## src/rtl/alu_pipe.sv

```systemverilog
// Registered-output execute ALU: eight single-cycle ops plus an optional
// WIDTH-step shift-add multiply, with valid/ready handshakes on both sides.
module alu_pipe #(
   parameter int WIDTH  = 8,
   parameter int MUL_EN = 1
) (
   input  logic             clk,
   input  logic             rst,
   input  logic             in_valid,
   output logic             in_ready,
   input  logic [3:0]       op,
   input  logic [WIDTH-1:0] num1,
   input  logic [WIDTH-1:0] num2,
   output logic             out_valid,
   input  logic             out_ready,
   output logic [WIDTH-1:0] alu_res,
   output logic             zero_flag,
   output logic             carry_flag,
   output logic             overflow_flag,
   output logic             busy
);

   localparam int SW = $clog2(WIDTH);
   localparam int CW = $clog2(WIDTH + 1);
   localparam int PW = 2 * WIDTH;

   localparam logic [3:0] OP_ADD = 4'd0;
   localparam logic [3:0] OP_SUB = 4'd1;
   localparam logic [3:0] OP_AND = 4'd2;
   localparam logic [3:0] OP_OR  = 4'd3;
   localparam logic [3:0] OP_XOR = 4'd4;
   localparam logic [3:0] OP_SLT = 4'd5;
   localparam logic [3:0] OP_SHL = 4'd6;
   localparam logic [3:0] OP_SHR = 4'd7;
   localparam logic [3:0] OP_MUL = 4'd8;

   typedef enum logic {S_IDLE, S_MUL} state_e;

   state_e           state_q, state_d;
   logic             out_valid_q, out_valid_d;
   logic [WIDTH-1:0] res_q, res_d;
   logic             zero_q, zero_d;
   logic             carry_q, carry_d;
   logic             ovf_q, ovf_d;
   logic [PW-1:0]    mcand_q, mcand_d;
   logic [PW-1:0]    acc_q, acc_d;
   logic [WIDTH-1:0] mplier_q, mplier_d;
   logic [CW-1:0]    cnt_q, cnt_d;

   logic             accept;
   logic             is_mul;
   logic [WIDTH:0]   sum_c;
   logic [WIDTH:0]   diff_c;
   logic [SW-1:0]    shamt;
   logic [WIDTH-1:0] alu_res_c;
   logic             alu_carry_c;
   logic             alu_ovf_c;
   logic [PW-1:0]    acc_step_c;

   // in_ready must not see the operands, so it is built from state and the
   // output handshake only.
   assign in_ready = (state_q == S_IDLE) && (!out_valid_q || out_ready);
   assign accept   = in_valid && in_ready;
   assign is_mul   = (MUL_EN != 0) && (op == OP_MUL);

   // Single-cycle datapath. An opcode 8 that reaches here means the
   // multiplier is disabled and it falls into the illegal (all-zero) case.
   always_comb begin
      // NOTE: every always_comb output gets a default first so no path leaves
      // it unassigned, which would otherwise infer a latch.
      alu_res_c   = '0;
      alu_carry_c = 1'b0;
      alu_ovf_c   = 1'b0;
      sum_c       = {1'b0, num1} + {1'b0, num2};
      diff_c      = {1'b0, num1} - {1'b0, num2};
      shamt       = num2[SW-1:0];
      case (op)
         OP_ADD: begin
            alu_res_c   = sum_c[WIDTH-1:0];
            alu_carry_c = sum_c[WIDTH];
            alu_ovf_c   = (num1[WIDTH-1] == num2[WIDTH-1]) &&
                          (sum_c[WIDTH-1] != num1[WIDTH-1]);
         end
         OP_SUB: begin
            alu_res_c   = diff_c[WIDTH-1:0];
            alu_carry_c = diff_c[WIDTH];
            alu_ovf_c   = (num1[WIDTH-1] != num2[WIDTH-1]) &&
                          (diff_c[WIDTH-1] != num1[WIDTH-1]);
         end
         OP_AND: alu_res_c = num1 & num2;
         OP_OR:  alu_res_c = num1 | num2;
         OP_XOR: alu_res_c = num1 ^ num2;
         OP_SLT: alu_res_c = {{(WIDTH-1){1'b0}}, ($signed(num1) < $signed(num2))};
         OP_SHL: alu_res_c = num1 << shamt;
         OP_SHR: alu_res_c = num1 >> shamt;
         default: ;
      endcase
   end

   assign acc_step_c = mplier_q[0] ? (acc_q + mcand_q) : acc_q;

   // Next-state and result-register logic. Results only load on an accept or
   // on the last multiply step; otherwise they hold while out_valid waits.
   always_comb begin
      state_d     = state_q;
      out_valid_d = out_valid_q && !out_ready;
      res_d       = res_q;
      zero_d      = zero_q;
      carry_d     = carry_q;
      ovf_d       = ovf_q;
      mcand_d     = mcand_q;
      acc_d       = acc_q;
      mplier_d    = mplier_q;
      cnt_d       = cnt_q;
      case (state_q)
         S_IDLE: begin
            if (accept) begin
               if (is_mul) begin
                  mcand_d  = {{WIDTH{1'b0}}, num1};
                  mplier_d = num2;
                  acc_d    = '0;
                  cnt_d    = '0;
                  state_d  = S_MUL;
               end else begin
                  res_d       = alu_res_c;
                  zero_d      = (alu_res_c == '0);
                  carry_d     = alu_carry_c;
                  ovf_d       = alu_ovf_c;
                  out_valid_d = 1'b1;
               end
            end
         end
         S_MUL: begin
            acc_d    = acc_step_c;
            mcand_d  = mcand_q << 1;
            mplier_d = mplier_q >> 1;
            cnt_d    = cnt_q + CW'(1);
            if (cnt_q == CW'(WIDTH - 1)) begin
               res_d       = acc_step_c[WIDTH-1:0];
               zero_d      = (acc_step_c[WIDTH-1:0] == '0);
               carry_d     = |acc_step_c[PW-1:WIDTH];
               ovf_d       = 1'b0;
               out_valid_d = 1'b1;
               state_d     = S_IDLE;
            end
         end
         default: state_d = S_IDLE;
      endcase
   end

   // NOTE: state is updated only with non-blocking assignments so every flop
   // samples its _d value from before the edge, regardless of block order.
   always_ff @(posedge clk or posedge rst) begin
      if (rst) begin
         state_q     <= S_IDLE;
         out_valid_q <= 1'b0;
         res_q       <= '0;
         zero_q      <= 1'b0;
         carry_q     <= 1'b0;
         ovf_q       <= 1'b0;
         mcand_q     <= '0;
         acc_q       <= '0;
         mplier_q    <= '0;
         cnt_q       <= '0;
      end else begin
         state_q     <= state_d;
         out_valid_q <= out_valid_d;
         res_q       <= res_d;
         zero_q      <= zero_d;
         carry_q     <= carry_d;
         ovf_q       <= ovf_d;
         mcand_q     <= mcand_d;
         acc_q       <= acc_d;
         mplier_q    <= mplier_d;
         cnt_q       <= cnt_d;
      end
   end

   assign out_valid     = out_valid_q;
   assign alu_res       = res_q;
   assign zero_flag     = zero_q;
   assign carry_flag    = carry_q;
   assign overflow_flag = ovf_q;
   assign busy          = (state_q == S_MUL);

endmodule

```

## config.mk

```make
export PLATFORM = sky130hd
export DESIGN_NAME = alu_pipe
export DESIGN_NICKNAME = d
export VERILOG_FILES = /design/src/rtl/alu_pipe.sv
export SDC_FILE = /design/constraint.sdc
export NUM_CORES = 1
export LEC_CHECK = 0
export CAP_MARGIN = 15
export CORE_MARGIN = 2
export CORE_UTILIZATION = 54
export CTS_CLUSTER_SIZE = 25
export DETAILED_ROUTE_END_ITERATION = 8
export PLACE_DENSITY = 0.86
export REMOVE_ABC_BUFFERS = 1
export SETUP_SLACK_MARGIN = 0.2
export SYNTH_ARGS = -nofsm -noshare
export SYNTH_HDL_FRONTEND = slang
export SYNTH_SLANG_ARGS = --single-unit
```

## constraint.sdc

```tcl
create_clock -name clk -period 2.81 [get_ports clk]
set_input_delay 0.281 -clock clk [delete_from_list [all_inputs] [get_ports clk]]
set_output_delay 0.281 -clock clk [all_outputs]
set_load 0.005 [all_outputs]
```

== Yosys cells after proc, flatten, opt, wreduce, memory -nomap -nowiden ==
Cells that the tools add are included.

* Add/sub/neg operators: 4
* $lt $le $gt $ge: 1
* Bitwise operators: 4
* Shifts and indexed selects: 2
* Reduce and logical (&&, ||, !) cells: 14
* Equal/unequal tests: 17
* Multiplexer cells: 40

{| class="wikitable"
|+ Operators by type and width
! cell !! number
|-
| $mux 16 || 5
|-
| $pmux 16 s2 || 2
|-
| $pmux 8 s8 || 1
|-
| $mux 8 || 5
|-
| $pmux 8 s2 || 2
|-
| $eq 4x3->1 const B || 5
|-
| $add 16x16->16 || 1
|-
| $logic_not 8->1 || 2
|-
| $mux 1 || 15
|-
| $pmux 1 s2 || 7
|-
| $add 8x8->9 || 1
|-
| $sub 8x8->9 || 1
|-
| $and 8x8->8 || 1
|-
| $eq 4x2->1 const B || 2
|-
| $lt 8x8->1 || 1
|-
| $mux 4 || 2
|-
| $or 8x8->8 || 1
|-
| $pmux 4 s2 || 1
|-
| $reduce_or 8->1 || 1
|-
| $shl 8x3->8 || 1
|-
| $shr 8x3->8 || 1
|-
| $xor 8x8->8 || 1
|-
| $ne 2x2->1 const B || 3
|-
| $logic_and 1x1->1 || 5
|-
| 12 further kinds || 15
|}

* Logic and storage cells: 92
* Output and inout bits: 14
* Flip-flop bits (word level): 57
* Bits of input ports: 24

== Logic depth before layout (Yosys ltp) ==
* Word-level depth: 7
* Depth in mapped cells: 12
* Depth with buffers taken out: 12

== Worst setup path after synthesis ==
No wires, ideal clock.

* Kind: reg2reg
* Start: register mcand_q[0]
* End: register carry_q (netlist: carry_flag)
* Period minus slack after synthesis: 2831 ps
* Stages on the path, launching flop included: 11
* Slack: -21 ps
* Data arrival time: 2699 ps
* Path buffers: 0
* Cell sequence: dfrtp_1 ha_1 fa_1 a21o_1 a221oi_2 o21ai_2 xor2_1 mux2_4 a2111o_1 nor4_2 a31oi_1

* Cells in the longest elaborated chain, start to end: 5

{| class="wikitable"
|+ RTL lines
! what !! RTL line !! source
|-
| from (decl) || 45 || <nowiki>logic [PW-1:0] mcand_q, mcand_d;</nowiki>
|-
| from (signal assigned) || 172 || <nowiki>mcand_q <= mcand_d;</nowiki>
|-
| $add 16x16->16 || 100 || <nowiki>assign acc_step_c = mplier_q[0] ? (acc_q + mcand_q) : acc_q;</nowiki>
|-
| $mux 16 || 100 ||
|-
| $reduce_or 8->1 || 141 || <nowiki>carry_d = |acc_step_c[PW-1:WIDTH];</nowiki>
|-
| $mux 1 || 138 || <nowiki>if (cnt_q == CW'(WIDTH - 1)) begin</nowiki>
|-
| $pmux 1 s2 || 115 || <nowiki>case (state_q)</nowiki>
|-
| to (signal assigned) || 170 || <nowiki>carry_q <= carry_d;</nowiki>
|-
| to (decl) || 43 || <nowiki>logic carry_q, carry_d;</nowiki>
|}

Every way passes these cells. The select of a mux whose other input is x is not followed.
A chain may end at the register's enable or synchronous reset.

== Worst setup path in the final report ==
* Start: register acc_q[0]
* End: register zero_q (netlist: zero_flag)

* Cells in the longest elaborated chain, start to end: 5

{| class="wikitable"
|+ RTL lines
! what !! RTL line !! source
|-
| from (decl) || 46 || <nowiki>logic [PW-1:0] acc_q, acc_d;</nowiki>
|-
| from (signal assigned) || 162 || <nowiki>acc_q <= '0;</nowiki>
|-
| from (signal assigned) || 173 || <nowiki>acc_q <= acc_d;</nowiki>
|-
| $add 16x16->16 || 100 ||
|-
| $mux 16 (*) || 100 ||
|-
| $logic_not 8->1 (*) || 140 || <nowiki>zero_d = (acc_step_c[WIDTH-1:0] == '0);</nowiki>
|-
| $mux 1 (*) || 138 ||
|-
| $pmux 1 s2 (*) || 115 ||
|-
| to (signal assigned) || 169 || <nowiki>zero_q <= zero_d;</nowiki>
|-
| to (decl) || 42 || <nowiki>logic zero_q, zero_d;</nowiki>
|}

Mark *: on every way between the ends. The rest lies on a longest branch, timed or not. The select of a mux whose other input is x is not followed.

==> metrics.md <==
| Metric | Value |
|---|---|
| Max frequency | about 360 MHz |
| Mean Syn Cell Area | roughly 8.4 um^2 |
| Vias in the first global route | 4989 |
| Number of buffers added on ports | 37 |
| Slew Limit Fails | 0 |
| Worst Setup End Kind | flop |
| Dpl cell area | just under 6000 um^2 |
| Slack of the critical path | between 50 and 60 ps |
| Worst EP required | 3070 ps |
| Global-route wire length before repair | 24000 um |
| Place WS | -171 ps |
| Worst path arrival time | between 3000 and 4000 ps |
| CP startpoint kind | flop |
| Cell Count Post-Placement | about 770 |
| Hold crit path type | input port to asynchronous set/reset pin |
| Area growth, synth to finish | 28.3% |
| Cts bufs inserted | 9 |
| CTS tree | yes |
| Largest net degree at the start of global routing | 51 |
| Crit Path Class | flop to flop |
| Crit path time final | 2760 ps |
| Die Wd | ~99 um |
| Vias | 5026 |
| Max-Cap Viols | 0 |
| Placer Congestion | approximately 0.97 |
| Headroom to the max-slew limit | 0.499 |
| Placed wire-length estimate | 11200 um |
| Clock Sinks | 57 |
| Top Ports | 38 |
| WL per Instance | a little under 20 um |
| Leakage | between 2 and 3 nW |
| CP max-delay cell | dfrtp_1 |
| Clk root buf | clkbuf_8 |
| Largest delay contributor family on the critical path | compound AO/OA/AOI/OAI gates |
| Via density per instance | 6.36 |
| Post-synth top area share | 0.294 |
| ANT nets after route | 0 |
| Ys flop type | dfrtp_1 |
| Unrepaired setup endpoints after global routing | yes |
| Seq/Total Area, Yosys | 0.294 |
| Post-synth top cells | nand2_1, dfrtp_1, ha_1 |
| Die Y | 98.7 um |
| Fillcell total | ~640 |
| Placement Rows | 34 |
| Seq cells post-synth | 57 |
| Synth cell types | 65 |
| Post-route insts no fill | 790 |
| Core outline area | between 8000 and 9000 um^2 |
| FF-to-FF path depth | 12 |
| Drt drc | 0 |
| Synth Cell Area | 4850 um^2 |
| Wirelength, routed | 15200 um |
| Clk_lat worst skew | between 300 and 400 ps |
| RR Endpoint | zero_flag |
| CTS Hold Bufs | 0 |
| Most used standard cell by instance count after synthesis | nand2_1 |
| Final Skew | 7.70 ps |
| Slowest stage delay, CP | about 420 ps |
| Share of layout cells above drive strength 1 | 0.216 |
| Ys Warns | 0 |
| Starting Density | 0.556 |
| Crit path top cell by count | buf_4 |
| TritonRoute pass-1 iters | 5 |
| Top post-synthesis cells by area | dfrtp_1, ha_1, nand2_1 |
| Initial drt markers | 472 |
| Worst path bufs/invs | 3 |
| R2r startpoint | acc_q[0] |
| Grt total ovfl | 0 |
| Clock-pin slew on the worst setup and hold paths | 70 ps |
| Biggest area consumer among synthesized cells | dfrtp_1 |
| CTS H-tree lvls | 3 |
| Status | finished, final reports clean |
| Cells after Synth | ~580 |
| Endpoints failing setup | 0 |
| Max FO, Critical Path | 2 |
| Crit-path cells | ha_4 -> fa_2 -> a21o_1 -> a221oi_4 -> buf_4 -> buf_4 -> buf_4 -> xnor2_1 -> mux2i_1 -> nand3_1 -> o21ai_2 -> o21bai_1 |
| Nets@finish | 747 |
| Pwr Density | 675 nW/um^2 |
| EDFF count, synth | 0 |
| Gr usage total | 0.306 |
| Layout Cell Area excl Fill | slightly above 6000 um^2 |
| Initial antenna violation count | 0 |
| CTS Buffer Depth | 2 |
| Worst Max-Slew Pin Slew | approximately 740 ps |
| Die ar. | 9750 um^2 |
| Register-to-register path setup slack | ~53 ps |
| Tcrit/Tclk final | 0.981 |
| Final Hold Vio Count | 0 |
| Worst-case vdd ir drop | about 0.00032 V |
| Antenna Cells | 0 |
| Async set or reset register ratio after synthesis | 1.00 |
-- how the worst max path moves through the flow --
stage	cells after the start	from	endpoint	slack [ps]
after CTS	11	mcand_q[0]	carry_flag	80
after floorplan	7	busy	zero_flag	-80
final	12	acc_q[0]	zero_flag	50
after global routing	12	mcand_q[0]	zero_flag	-70
after detailed placement	8	num2[1]	overflow_flag	-170
after global placement	15	num1[0]	carry_flag	-130
-- layer usage --
layer | global-route usage | vias to the layer above | wire (um)
met1 | 0.388 | 2447 | 6300
met5 | 0 | - | 0
li1 | - | 2310 | -
met3 | 0.0539 | 43 | 914
met2 | 0.514 | 226 | 7530
met4 | 0.129 | 0 | 478
-- cells by family (layout without fill, tap and decap cells) --
logic type,count (synthesis),count (layout),synth area share
compound gates,170,170,0.239
xor+xnor,13,13,0.0235
fa+ha+maj,46,46,0.123
buf+inv,57,163,0.0475
flops,57,57,0.294
mux,32,32,0.0813
simple gates,201,201,0.191
-- state kept, by name, summed over array words and instances, names as in the netlist, 4 cells and up --
register  flops
acc_q        16
alu_res       8
cnt_q         4
mcand_q      16
mplier_q      8
-- cell type report --
class	instances	area, um^2	area share
well taps	108	135	0.0217
flip-flops and latches	57	1430	0.229
repair buffers	121	1000	0.161
inverters	26	97.6	0.0157
clock buffers	11	131	0.0211
clock inverters	5	57.6	0.00925
multi-input cells	462	3370	0.542
-- power by group --
part | internal [mW] | total [mW] | switching, mW
registers | 1.09 | 1.38 | 0.287
clock network | 0.408 | 0.757 | 0.349
logic | 0.956 | 2.06 | 1.11
total | 2.46 | 4.20 | 1.74
-- stage by stage --
step                      setup TNS (ps)   util  power [mW]  hold slack [ps]
after CTS                              0  0.691        4.00              222
final                                  0  0.713        4.20              203
after global placement              -506  0.662        3.13              459
after global routing                -121  0.713        4.46              215
after floorplan                     -105      -        2.43              405
after detailed placement           -1050  0.663        3.22              467
-- cells in the final DEF (no fill, tap or decap), types with 9 or more instances in the layout --
cell,n
buf_4,83
o221ai_1,10
nor2_1,31
xnor2_1,11
nor2b_1,12
nand2_1,96
mux2i_1,21
a22oi_1,9
clkbuf_8,9
inv_1,24
clkdlybuf4s50_1,36
a21oi_1,30
nand3_1,23
dfrtp_1,56
o21ai_0,40
ha_1,35
-- what timing repair did --
item	4_1_cts	5_1_grt
endpoints found under the setup margin	7	11
gates resized for setup	8	29
pin swaps	11	9
setup buffers	4	4
No activity file was read; power rests on OpenSTA's default activity.
